--- config.mk ---
export PLATFORM = sky130hd
export DESIGN_NAME = uart_tx_ctrl
export DESIGN_NICKNAME = d
export VERILOG_FILES = /design/src/rtl/uart_tx_pkg.sv /design/src/rtl/uart_tx_ctrl_serializer.sv /design/src/rtl/uart_tx_ctrl.sv
export SDC_FILE = /design/constraint.sdc
export NUM_CORES = 1
export LEC_CHECK = 0
export BUFFER_PORTS_ARGS = -buffer_cell sky130_fd_sc_hd__buf_2
export CAP_MARGIN = 10
export CORE_ASPECT_RATIO = 0.5
export CORE_MARGIN = 2
export CORE_UTILIZATION = 25
export DETAILED_ROUTE_END_ITERATION = 10
export PLACE_DENSITY = 0.44
export SLEW_MARGIN = 20
export SYNTH_ARGS = -nofsm -noshare
export SYNTH_HDL_FRONTEND = slang
export SYNTH_SLANG_ARGS = --single-unit
--- constraint.sdc ---
create_clock -name CLK -period 1.35 [get_ports CLK]
set_input_delay 0.0675 -clock CLK [delete_from_list [all_inputs] [get_ports CLK]]
set_output_delay 0.0675 -clock CLK [all_outputs]
set_load 0.02 [all_outputs]
--- src/rtl/uart_tx_pkg.sv ---
// Shared types and mux-select codes for the UART TX path.
package uart_tx_pkg;

    typedef enum logic [2:0] {
        IDLE   = 3'd0,
        START  = 3'd1,
        DATA   = 3'd2,
        PARITY = 3'd3,
        STOP   = 3'd4
    } tx_state_e;

    localparam logic [2:0] MUX_IDLE  = 3'b000;
    localparam logic [2:0] MUX_START = 3'b001;
    localparam logic [2:0] MUX_DATA  = 3'b010;
    localparam logic [2:0] MUX_PAR   = 3'b011;
    localparam logic [2:0] MUX_STOP  = 3'b100;

    function automatic logic [2:0] mux_of(input tx_state_e s);
        logic [2:0] m;
        m = MUX_IDLE;
        case (s)
            START:   m = MUX_START;
            DATA:    m = MUX_DATA;
            PARITY:  m = MUX_PAR;
            STOP:    m = MUX_STOP;
            default: m = MUX_IDLE;
        endcase
        return m;
    endfunction

endpackage

--- src/rtl/uart_tx_ctrl_serializer.sv ---
// Shift register and bit counter; the LSB is the bit on the line.
module uart_tx_serializer
    import uart_tx_pkg::*;
#(
    parameter int DATA_WIDTH = 8
) (
    input  logic                  CLK,
    input  logic                  RST,
    input  logic                  load_i,
    input  logic                  shift_en_i,
    input  logic [DATA_WIDTH-1:0] data_i,
    output logic                  ser_data_o,
    output logic                  done_o
);

    localparam int CW = $clog2(DATA_WIDTH);

    logic [DATA_WIDTH-1:0] shift_q, shift_d;
    logic [CW-1:0]         cnt_q, cnt_d;

    assign done_o     = (cnt_q == CW'(DATA_WIDTH - 1));
    assign ser_data_o = shift_q[0];

    always_comb begin
        shift_d = shift_q;
        cnt_d   = cnt_q;
        if (load_i) begin
            shift_d = data_i;
            cnt_d   = '0;
        end else if (shift_en_i) begin
            shift_d = {1'b0, shift_q[DATA_WIDTH-1:1]};
            // explicit wrap so non-power-of-two widths also return to 0
            cnt_d   = done_o ? '0 : cnt_q + 1'b1;
        end
    end

    always_ff @(posedge CLK or negedge RST) begin
        if (!RST) begin
            shift_q <= '0;
            cnt_q   <= '0;
        end else begin
            shift_q <= shift_d;
            cnt_q   <= cnt_d;
        end
    end

endmodule

--- src/rtl/uart_tx_ctrl.sv ---
// UART TX frame sequencer: start, data LSB-first, parity, stop.
// Parity support is compiled in only when UART_TX_PARITY_EN is defined.
module uart_tx_ctrl
    import uart_tx_pkg::*;
#(
    parameter int DATA_WIDTH = 8
) (
    input  logic                  CLK,
    input  logic                  RST,
    input  logic [DATA_WIDTH-1:0] P_DATA,
    input  logic                  Data_Valid,
    input  logic                  PAR_EN,
    input  logic                  PAR_TYP,
    output logic [2:0]            mux_sel,
    output logic                  ser_data,
    output logic                  par_bit,
    output logic                  busy
);

    tx_state_e  state_q, state_d;
    logic [2:0] mux_sel_q;
    logic       busy_q;
    logic       accept;
    logic       done;

    assign accept = ((state_q == IDLE) || (state_q == STOP)) && Data_Valid;

    uart_tx_serializer #(
        .DATA_WIDTH(DATA_WIDTH)
    ) u_ser (
        .CLK        (CLK),
        .RST        (RST),
        .load_i     (accept),
        .shift_en_i (state_q == DATA),
        .data_i     (P_DATA),
        .ser_data_o (ser_data),
        .done_o     (done)
    );

`ifdef UART_TX_PARITY_EN
    logic par_en_q;
    logic par_bit_q;

    always_ff @(posedge CLK or negedge RST) begin
        if (!RST) begin
            par_en_q  <= 1'b0;
            par_bit_q <= 1'b0;
        end else if (accept) begin
            par_en_q  <= PAR_EN;
            par_bit_q <= (^P_DATA) ^ PAR_TYP;
        end
    end

    assign par_bit = par_bit_q;
`else
    logic unused_par;
    assign unused_par = PAR_EN ^ PAR_TYP;
    assign par_bit    = 1'b0;
`endif

    always_comb begin
        state_d = state_q;
        case (state_q)
            IDLE:  if (accept) state_d = START;
            START: state_d = DATA;
            DATA: begin
                if (done) begin
`ifdef UART_TX_PARITY_EN
                    state_d = par_en_q ? PARITY : STOP;
`else
                    state_d = STOP;
`endif
                end
            end
`ifdef UART_TX_PARITY_EN
            PARITY: state_d = STOP;
`endif
            STOP:    state_d = accept ? START : IDLE;
            default: state_d = IDLE;
        endcase
    end

    // outputs are registered from the state being entered
    always_ff @(posedge CLK or negedge RST) begin
        if (!RST) begin
            state_q   <= IDLE;
            mux_sel_q <= MUX_IDLE;
            busy_q    <= 1'b0;
        end else begin
            state_q   <= state_d;
            mux_sel_q <= mux_of(state_d);
            busy_q    <= (state_d != IDLE);
        end
    end

    assign mux_sel = mux_sel_q;
    assign busy    = busy_q;

endmodule

==> results of run 1 <==
synth_stat cells:
cell | count | area [um^2]
sky130_fd_sc_hd__nor2_1 | 2 | 7.51
sky130_fd_sc_hd__a2bb2oi_1 | 4 | 35.0
sky130_fd_sc_hd__a21o_1 | 4 | 30.0
sky130_fd_sc_hd__inv_4 | 1 | 6.26
sky130_fd_sc_hd__nor3b_1 | 1 | 7.51
sky130_fd_sc_hd__nor2_4 | 1 | 11.3
sky130_fd_sc_hd__a21oi_1 | 5 | 25.0
sky130_fd_sc_hd__inv_1 | 2 | 7.51
sky130_fd_sc_hd__nor3_2 | 1 | 10.0
sky130_fd_sc_hd__buf_6 | 1 | 11.3
sky130_fd_sc_hd__buf_4 | 1 | 7.51
sky130_fd_sc_hd__or3b_1 | 1 | 8.76
sky130_fd_sc_hd__o21ai_0 | 1 | 5.00
sky130_fd_sc_hd__conb_1 | 1 | 3.75
sky130_fd_sc_hd__ha_1 | 2 | 25.0
sky130_fd_sc_hd__nor3b_4 | 1 | 18.8
sky130_fd_sc_hd__xnor2_1 | 1 | 8.76
sky130_fd_sc_hd__nand2_1 | 4 | 15.0
sky130_fd_sc_hd__a22o_1 | 6 | 52.6
sky130_fd_sc_hd__dfrtp_1 | 18 | 450
sky130_fd_sc_hd__nand2_4 | 1 | 11.3
sky130_fd_sc_hd__and2_1 | 2 | 12.5
sky130_fd_sc_hd__nor2_2 | 1 | 6.26
area by class of cell:
type,instances,share of cell area
Clock buffer,3,0.0429
Timing Repair Buffer,17,0.109
Inverter,3,0.0143
Sequential cell,18,0.469
Multi-Input combinational cell,39,0.313
Tap cell,40,0.0519
power groups by stage:
stage | clock network, mW | registers (mW) | logic, mW
floorplan | 0 | 0.958 | 0.600
global placement | 0 | 0.905 | 0.866
detailed placement | 0 | 0.919 | 0.897
CTS | 0.386 | 0.908 | 0.902
global route | 0.412 | 0.942 | 1.00
finish | 0.368 | 0.916 | 0.903
through the flow:
stage               cell area [um^2]  hold slack, ps
floorplan                        777            -228
global placement                 903            13.0
detailed placement               903            23.7
CTS                              955            53.5
global route                     963            72.1
finish                           963            59.7
per-layer routing:
metal  share of wire  routed length (um)
met5               0                   0
met4               0                   0
met3           0.049                  71
met2            0.48                 696
met1            0.48                 695
timing repair:
| item | 4_1_cts | 5_1_grt |
|---|---|---|
| endpoints found under the hold margin | 18 | 0 |
| buffers inserted | 0 | 0 |
| resized for setup | 0 | 3 |
| hold buffers | 1 | 0 |
| endpoints found under the setup margin | 0 | 3 |
worst paths after layout:
path                             startpoint                to  cells past startpoint
max                              state_q[2]    u_ser.cnt_q[0]                      3
max in group asynchronous               RST        state_q[0]                      2
min                               P_DATA[7]  u_ser.shift_q[7]                      2
min reg2reg                u_ser.shift_q[6]  u_ser.shift_q[6]                      1
min in group asynchronous               RST  u_ser.shift_q[2]                      2
max reg2reg                      state_q[2]    u_ser.cnt_q[0]                      3
flip-flops by register name, summed over array words and instances, names as in the netlist:
name and cells:
busy 1, mux_sel 3, state_q 3, u_ser.cnt_q 3, u_ser.shift_q 8
cell families after synthesis:
logic type / after synthesis / synth area share
XOR/XNOR: 1 / 0.0113
other: 1 / 0.00483
AND/OR/NAND/NOR: 15 / 0.140
flip-flops: 18 / 0.580
buffers and inverters: 5 / 0.0419
AO/OA/AOI/OAI: 20 / 0.190
adder cells (fa/ha/maj): 2 / 0.0322
==> run metrics, run 1 <==
Core Footprint=around 3000 um^2; setup repair after global routing missed its margin=false; internal portion of total power=1.40 mW; cell count after synthesis=between 60 and 70; global routing met1 resource utilization=0.101; path category of the worst min-delay check=input port to flop; number of filler cells placed in the layout=about 300; cell type group with the largest total delay on the critical path=simple AND/OR/NAND/NOR gates; Max stage delay cell, worst path=sky130_fd_sc_hd__or3b_1; Max Cap Violations=0; worst path setup slack after routing=111 ps; Static Leak=about 0.5 nW; Port Buffers=15; global-route usage over all layers=0.0929; net count after synthesis=just under 80; Remaining Overflow, GRT=0; Setup Viol. Count Final=0; count of inserted antenna diode cells=0; Tot Pwr=about 2.2 mW; most used routing layer=met2; TritonCTS sink count=18; H-tree depth=1; Clock Tree Buf Depth=2; met2 global-route usage=0.153; kind of start point of the critical path=flop; effective utilization at floorplan=0.261; Crit Path Max Fanout=5; sequential share of the synthesized area=0.580; number of endpoints with negative hold slack in the final report=0; power spent charging and discharging nets=0.792 mW; IR drop worst, VDD=approximately 500 uV; pre-CTS worst setup slack=~75 ps; final slew viol count=0; met3 usage in global routing=0.0476; number of global-route vias before repair=about 540; Clk Tree Root Cell=sky130_fd_sc_hd__clkbuf_8; yosys warns=0; flop and latch count out of synthesis=18; switching power as a share of total power=0.362; sequential power share=0.419; Num CTS Buffers=3; data required time at the worst endpoint=~1500 ps; commonest non-fill, non-tap cells in the layout=sky130_fd_sc_hd__dfrtp_1, sky130_fd_sc_hd__buf_2, sky130_fd_sc_hd__a22o_1; type of element capturing the critical path=flop; sum of routed wire length over all layers=around 1.5 mm; status=finished clean; insertion delay to the later sink of the worst-skew pair=about 250 ps; worst reg-to-reg setup slack=110 ps; clock tree from TritonCTS=yes; most frequent standard cell in the layout excluding fill and tap cells=sky130_fd_sc_hd__dfrtp_1; area delta synth->final=24.0%; via density per instance=~4.4; weighted congestion reported at the end of routability-driven placement=slightly above 0.7; distinct cell type count of the synthesized netlist=23; Final Net Count=97; Sequential cell area=roughly 450 um^2; count of TritonRoute iterations in the first routing pass=3; number of buffer and inverter stages on the critical path=0; share of layout cells above drive strength 1=0.350; number of antenna violations at the first check in global routing=0; final antenna-violating net count=0; clock skew after layout=about 4.3 ps; FP Rows=14; I/O pin count=19; crit-path max cell delay=around 500 ps; number of standard cells in the final layout excluding fillers=120; largest net degree at the start of global routing=19; total power density per cell area=~2300 nW/um^2; part of the power in combinational logic=0.413; number of cells after detailed placement=around 120; # DRC=0; crit share post-route=0.918; type of the setup path with the least slack=flop to flop; die extent in y=about 43 um; critical path data arrival time=around 1400 ps; CP Cell Sequence=or3b_1, nor3_2, a21o_1; area of the die=between 3000 and 4000 um^2; initial drt markers=29; x dimension of the die=~83 um; netlist area before placement=~780 um^2; clock transition time at the flip-flop clock pins of the worst setup and hold paths=70 ps; min Tclk post-route=between 1000 and 1500 ps; Routed wire per std cell=between 10 and 15 um; maximum clock rate=807 MHz; end-of-flow core utilization=0.324; global-route wire length before repair=around 2.5 mm; total vias in the final route=530; Clock power frac=0.168; average size of a mapped cell=about 13 um^2; multi-input combinational cell area=~300 um^2; total negative setup slack=0 ps
Power figures use the tool's default switching activity.
==> inputs of run 2 (changes only) <==
- CORE_ASPECT_RATIO: 0.5 -> unset
- CORE_UTILIZATION: 25 -> 50
- PLACE_DENSITY: 0.44 -> 0.76
==> run 2 against run 1 <==
Net effect: total power fell by 2.4%; cell area fell by 2.9%; die area fell by 48%; first-iteration DRC count fell by 86%; clock-buffer cell count rose by 1; clock skew fell by 3.7 ps; register-to-register slack got worse by 40 ps; hold slack got worse by 48 ps; flip-flop and latch count did not move; critical path depth did not move; final cell count fell by 18%; critical endpoint unchanged.
==> run metrics, run 2 (synthesis gave the netlist of run 1 again) <==
Static Leak=0.496 nW; total power density per cell area=~2300 nW/um^2; type of the setup path with the least slack=flop to flop; number of filler cells placed in the layout=around 130; maximum clock rate=approximately 780 MHz; data required time at the worst endpoint=1580 ps; Crit Path Max Fanout=5; final slew viol count=0; Core Footprint=1490 um^2; area delta synth->final=20.5%; global-route wire length before repair=2.30 mm; insertion delay to the later sink of the worst-skew pair=around 280 ps; half-perimeter wire length after detailed placement=~940 um; Setup Viol. Count Final=0; Port Buffers=15; crit share post-route=0.946; most frequent standard cell in the layout excluding fill and tap cells=sky130_fd_sc_hd__dfrtp_1; commonest non-fill, non-tap cells in the layout=sky130_fd_sc_hd__dfrtp_1, sky130_fd_sc_hd__buf_2, sky130_fd_sc_hd__a22o_1; Clk Tree Root Cell=sky130_fd_sc_hd__clkbuf_4; weighted congestion reported at the end of routability-driven placement=0.712; area of the die=about 1900 um^2; FP Rows=14; path category of the worst min-delay check=input port to flop; Num CTS Buffers=3; setup repair after global routing missed its margin=false; clock transition time at the flip-flop clock pins of the worst setup and hold paths=100 ps; effective utilization at floorplan=0.522; Remaining Overflow, GRT=0; Max stage delay cell, worst path=sky130_fd_sc_hd__or3b_1; initial drt markers=4; die extent in y=around 43 um; via density per instance=about 5.4; count of TritonRoute iterations in the first routing pass=3; largest net degree at the start of global routing=19; # DRC=0; cell type group with the largest total delay on the critical path=simple AND/OR/NAND/NOR gates; x dimension of the die=about 43 um; share of layout cells above drive strength 1=0.366; Final Net Count=a little under 100; clock skew after layout=roughly 0.60 ps; number of buffer and inverter stages on the critical path=0; kind of start point of the critical path=flop; critical path data arrival time=approximately 1500 ps; final antenna-violating net count=0; Critical Path Stages=3; number of antenna violations at the first check in global routing=0; count of inserted antenna diode cells=0; flip-flop count of the largest register, all copies and words added=8; number of global-route vias before repair=540; global-route usage over all layers=0.164; sum of routed wire length over all layers=1.32 mm; status=finished clean; clock tree from TritonCTS=yes; length in cells of the worst reg-to-reg path=3; IR drop worst, VDD=between 1000 and 1500 uV; I/O pin count=19; Hold Path Cell Cnt=2; number of endpoints with negative hold slack in the final report=0; WHS=approximately 12 ps; CP Cell Sequence=or3b_1, nor3_2, a21o_1; Clock Tree Buf Depth=2; total negative setup slack=0 ps; TritonCTS sink count=18; total vias in the final route=about 530; Routed wire per std cell=13.4 um; type of element capturing the critical path=flop; min Tclk post-route=approximately 1300 ps; Max Cap Violations=0; H-tree depth=1; crit-path max cell delay=500 ps; Largest Register=u_ser.shift_q
run 2: changes by cell type in the layout (fill, tap and decap cells not counted), sizes merged:
cell,previous run,this run
clkbuf,3,4
buf,16,17
run 2: what timing repair did:
action | in CTS | in global routing
setup endpoints to repair | 0 | 3
hold buffers | 1 | 0
setup buffers | 0 | 1
resized for setup | 0 | 3
hold endpoints to repair | 18 | 0
run 2: layout make-up:
cell class | instances | area (um^2) | share of cell area
Sequential cell | 18 | 452 | 0.483
Tap cell | 16 | 20.0 | 0.0214
Multi-Input combinational cell | 39 | 302 | 0.322
Inverter | 3 | 13.8 | 0.0147
Timing Repair Buffer | 18 | 113 | 0.120
Clock buffer | 4 | 36.3 | 0.0388
run 2: power breakdown:
part           internal [mW]  switching [mW]  total [mW]
Sequential             0.763           0.137       0.900
Combinational          0.451           0.469       0.920
Clock                  0.164           0.152       0.316
Total                   1.38           0.759        2.14
run 2: worst paths after layout:
| path | startpoint | to | slack [ps] |
|---|---|---|---|
| min in group asynchronous | RST | mux_sel[0] | 230 |
| hold reg to reg | u_ser.shift_q[6] | u_ser.shift_q[6] | 480 |
| setup reg to reg | state_q[2] | u_ser.cnt_q[0] | 70 |
| setup / recovery | state_q[2] | u_ser.cnt_q[0] | 70 |
| max in group asynchronous | RST | state_q[0] | 810 |
| hold / removal | P_DATA[7] | u_ser.shift_q[7] | 10 |
run 2: through the flow:
stage	worst slack (ps)	utilization	instance area, um^2	power [mW]	std cells
after floorplan	173	-	777	1.56	62
after global placement	96.5	0.587	873	1.76	92
after detailed placement	61.3	0.587	873	1.81	92
after CTS	4.07	0.618	920	2.13	97
after global routing	24.4	0.629	936	2.31	98
final	73.4	0.629	936	2.14	98
run 2: routing by layer:
layer	track usage	routed length [um]	vias to the layer above
met5	0	0	-
met4	0.0727	11	0
met3	0.0375	44	2
met2	0.251	685	10
met1	0.225	573	258
li1	-	-	259
